$ cat src/rtl/bp_cfg_bus_sequencer.sv
// Boot-time cfg bus master: freezes all cores, writes every valid cfg table entry
// to every core (core-major), then releases freeze and reports done.
module bp_cfg_bus_sequencer #(
  parameter int num_core_p       = 1,
  parameter int cfg_core_width_p = 8,
  parameter int cfg_addr_width_p = 16,
  parameter int cfg_data_width_p = 64,
  parameter int num_entries_p    = 8,
  localparam int idx_width_lp    = (num_entries_p > 1) ? $clog2(num_entries_p) : 1,
  localparam int core_width_lp   = (num_core_p > 1) ? $clog2(num_core_p) : 1
) (
  input  logic                        clk_i,
  input  logic                        reset_i,
  input  logic                        start_i,
  output logic [idx_width_lp-1:0]     entry_idx_o,
  input  logic                        entry_v_i,
  input  logic [cfg_addr_width_p-1:0] entry_addr_i,
  input  logic [cfg_data_width_p-1:0] entry_data_i,
  output logic                        cfg_v_o,
  output logic [cfg_core_width_p-1:0] cfg_core_o,
  output logic [cfg_addr_width_p-1:0] cfg_addr_o,
  output logic [cfg_data_width_p-1:0] cfg_data_o,
  input  logic                        cfg_ready_i,
  output logic                        freeze_o,
  output logic                        busy_o,
  output logic                        done_o,
  output logic [1:0]                  state_o
);

  localparam logic [1:0] st_idle   = 2'd0;
  localparam logic [1:0] st_freeze = 2'd1;
  localparam logic [1:0] st_send   = 2'd2;
  localparam logic [1:0] st_done   = 2'd3;

  localparam logic [idx_width_lp-1:0]  last_idx_lp  = idx_width_lp'(num_entries_p - 1);
  localparam logic [core_width_lp-1:0] last_core_lp = core_width_lp'(num_core_p - 1);

  logic [1:0]               state_r;
  logic [idx_width_lp-1:0]  idx_r;
  logic [core_width_lp-1:0] core_r;
  logic                     in_send;
  logic                     advance;

  // Handshake: a write transfers on a rising edge where cfg_v_o && cfg_ready_i;
  // while cfg_v_o is high, core/addr/data stay stable until that transfer.
  // cfg_ready_i without cfg_v_o is ignored.
  assign in_send = (state_r == st_send);
  // Invalid entries are skipped after a single bubble cycle.
  assign advance = in_send && (entry_v_i ? cfg_ready_i : 1'b1);

  always_ff @(posedge clk_i or posedge reset_i) begin
    if (reset_i) begin
      state_r <= st_idle;
      idx_r   <= '0;
      core_r  <= '0;
    end else begin
      case (state_r)
        st_idle, st_done: begin
          if (start_i) begin
            state_r <= st_freeze;
            idx_r   <= '0;
            core_r  <= '0;
          end
        end
        st_freeze: state_r <= st_send;
        st_send: begin
          if (advance) begin
            if (idx_r == last_idx_lp) begin
              idx_r <= '0;
              if (core_r == last_core_lp) begin
                core_r  <= '0;
                state_r <= st_done;
              end else begin
                core_r <= core_r + 1'b1;
              end
            end else begin
              idx_r <= idx_r + 1'b1;
            end
          end
        end
        default: state_r <= st_idle;
      endcase
    end
  end

  assign entry_idx_o = idx_r;
  assign cfg_v_o     = in_send && entry_v_i;
  assign cfg_core_o  = cfg_core_width_p'(core_r);
  assign cfg_addr_o  = entry_addr_i;
  assign cfg_data_o  = entry_data_i;
  assign freeze_o    = (state_r == st_freeze) || in_send;
  assign busy_o      = freeze_o;
  assign done_o      = (state_r == st_done);
  assign state_o     = state_r;

endmodule

$ cat config.mk
export PLATFORM = sky130hd
export DESIGN_NAME = bp_cfg_bus_sequencer
export DESIGN_NICKNAME = d
export VERILOG_FILES = /design/src/rtl/bp_cfg_bus_sequencer.sv
export SDC_FILE = /design/constraint.sdc
export NUM_CORES = 1
export LEC_CHECK = 0
export BUFFER_PORTS_ARGS = -buffer_cell sky130_fd_sc_hd__buf_2
export CORE_AREA = 4 4 68 70
export CTS_BUF_LIST = sky130_fd_sc_hd__clkbuf_2
export CTS_CLUSTER_SIZE = 40
export DETAILED_ROUTE_END_ITERATION = 8
export DIE_AREA = 0 0 72 74
export PLACE_DENSITY_LB_ADDON = 0.08
export SYNTH_ARGS = -nofsm -noshare
export SYNTH_HDL_FRONTEND = slang
export SYNTH_SLANG_ARGS = --single-unit
$ cat constraint.sdc
create_clock -name clk_i -period 2.8 [get_ports clk_i]
set_clock_uncertainty 0.05 [all_clocks]
set_input_delay 0.14 -clock clk_i [delete_from_list [all_inputs] [get_ports clk_i]]
set_output_delay 0.14 -clock clk_i [all_outputs]
set_load 0.03 [all_outputs]
==> flow_summary.yaml <==
setup_path:
  cp.required_ns: 2.85
  reg2reg_slack_ns: 1.16
  end_kind: "register"
  r2r-end: "entry_idx_o[0]"
  crit_arrival_ns: 1.69
  start_kind: "register"
  reg2regPathDepth: 5
  critPathBufInv: 1
  worstReg2RegStart: "state_o[0]"
  worstPathCellList: "inv_1 -> ha_1 -> nand2b_1 -> o211a_2 -> mux2_4"
  crit_family: "flip-flops"
  critPathMaxFanout: 4
  cp.depth: 5
  crit_start: "state_o[0]"
  crit_end: "entry_idx_o[0]"
  cp_slowest_cell: "dfrtp_1"
  cpPeakStageDelay_ns: 0.40
  worstSetupPathType: "reg -> reg"
sta:
  hold_viol: 0
  fmax_mhz: 610
  slew_violations: 0
  fin_setup_tns_ns: 0
  rsz0062_at_grt: "false"
  setup_violations: 0
  period_share_pct: 58.6
  period_minus_slack_ns: 1.64
route:
  drc: 0
  vias: 386
  routed_wirelength_um: 1550
  postRouteAntennaNets: 0
  vias_per_cell: 3.64
  wl_per_cell_um: 14.6
  drt_iter0_drc: 2
  drtPass1Iterations: 3
synthesis:
  syn_inst: 120
  yosysWarningCount: 0
  synth_area_per_cell_sq_um: 8.26
  ys_ff_latch: 5
  post_synth_num_cell_types: 14
  seq_area_frac_synth_pct: 12.6
  netlist_area_sq_um: 991
outcome:
  outcome: "finished, final reports clean"
power_and_ir_drop:
  powerDensity_nw_per_um2: 1200
  p_leak_nw: 0.285
  total_power_mw: 0.606
  ir_worst_vdd_mv: 0.393
global_route:
  grt_max_degree: 7
  grt_usage_pct: 5.88
  grt_overflow: 0
  grt_pass1_wl_um: 2330
  grt_pass1_vias: 454
  antenna_found_initial: 0
final_layout:
  fin_area_sq_um: 507
  syn_to_final_growth_pct: -48.9
  mostFrequentLayoutCell: "buf_2"
  fillers: 467
  antenna_cells: 0
  drive_gt1_share_pct: 35.7
  final_nets: 147
  final_cell_mix: "buf_2 (13), conb_1 (8), inv_1 (6), ha_1 (5), dfrtp_1 (5)"
floorplanning:
  design.die.area_sq_um: 5330
  num_io_pins: 182
  fp-row-count: 23
  die_w_um: 72
  start_util_pct: 25.0
  die_y_um: 74
  core_area_sq_um: 3970
clocking:
  path_clk_slew_ns: 0.07
  cts_buffers: 3
  h-tree-depth: 1
  cts-resized-gates: 0
  cts-root-buf: "clkbuf_2"
  tritoncts: "yes"
  cts_max_path_buffers: 2
  clock_latency_ns: 0.22
  clock-sinks: 5
hold_path:
  hold_class: "in -> out"
  hold_start: "entry_data_i[39]"
placement:
  place.port_buffers: 13
  placed_area_sq_um: 477
  place_hpwl_um: 1300
  gp_congestion: 0.633
job:
  cap_viol_max_count: 0
timing repair:
action                    in CTS  in global routing
hold endpoints to repair       5                  0
setup buffers                  0                  0
hold buffers                   1                  0
final cells by class:
type                    instances  area, sq um  share of cell area, %
well taps                      50         62.6                   12.3
multi-input cells              27          201                   39.8
inverters                       6         22.5                   4.44
flip-flops and latches          5          125                   24.7
repair buffers                 14         75.1                   14.8
clock buffers                   4         20.0                   3.95
power by group:
| group | switching (mW) | leakage (nW) | internal, mW | total, mW |
|---|---|---|---|---|
| Combinational | 0.272 | 0.205 | 0.141 | 0.413 |
| Sequential | 0.0253 | 0.0636 | 0.0981 | 0.123 |
| Clock | 0.0318 | 0.0166 | 0.0379 | 0.0697 |
| Total | 0.329 | 0.285 | 0.277 | 0.606 |
synthesized netlist by cell type:
master    count  area [sq um]
buf_4        89           668
nand3b_1      1          7.51
ha_1          5          62.6
nand2_1       2          7.51
inv_1         6          22.5
nor2_1        1          3.75
conb_1        1          3.75
and2_2        1          7.51
mux2_4        1          15.0
mux2i_1       4          40.0
o211a_2       1          10.0
nand2b_1      2          12.5
dfrtp_1       5           125
nand3_1       1          5.00
worst min path at each step:
| stage | to | slack [ns] | cells after the start |
|---|---|---|---|
| final | cfg_data_o[39] | 0.23 | 0 |
| after global routing | cfg_data_o[20] | 0.23 | 0 |
| after CTS | cfg_addr_o[3] | 0.23 | 0 |
| after detailed placement | state_o[0] | 0.02 | 2 |
| after global placement | state_o[0] | 0.03 | 2 |
| after floorplan | entry_idx_o[0] | -0.13 | 1 |
through the flow:
step | hold slack [ns] | instances | util [%] | setup WS [ns]
after floorplan | -0.131 | 127 | - | 1.05
after global placement | 0.0262 | 101 | 12.0 | 1.19
after detailed placement | 0.0201 | 101 | 12.0 | 1.17
after CTS | 0.230 | 106 | 12.8 | 1.14
after global routing | 0.230 | 106 | 12.8 | 1.05
final | 0.230 | 106 | 12.8 | 1.16
state kept, by name, indices dropped and copies added (netlist names):
name	count
entry_idx_o	3
state_o	2
cells by family (layout without fill, tap and decap cells):
logic type	after synthesis	in the layout	share of synthesized area (%)
flops	5	5	12.6
compound gates	1	1	1.01
buf+inv	95	24	69.7
other cells	1	8	0.378
fa+ha+maj	5	5	6.31
simple gates	8	8	4.42
mux	5	5	5.56
metal layers:
layer	global-route usage, %	up-vias	routed length, um
met5	0	-	0
met4	7.10	0	143
met1	4.47	163	461
met3	6.76	28	334
li1	-	140	-
met2	7.04	55	612
Power figures use the tool's default switching activity.
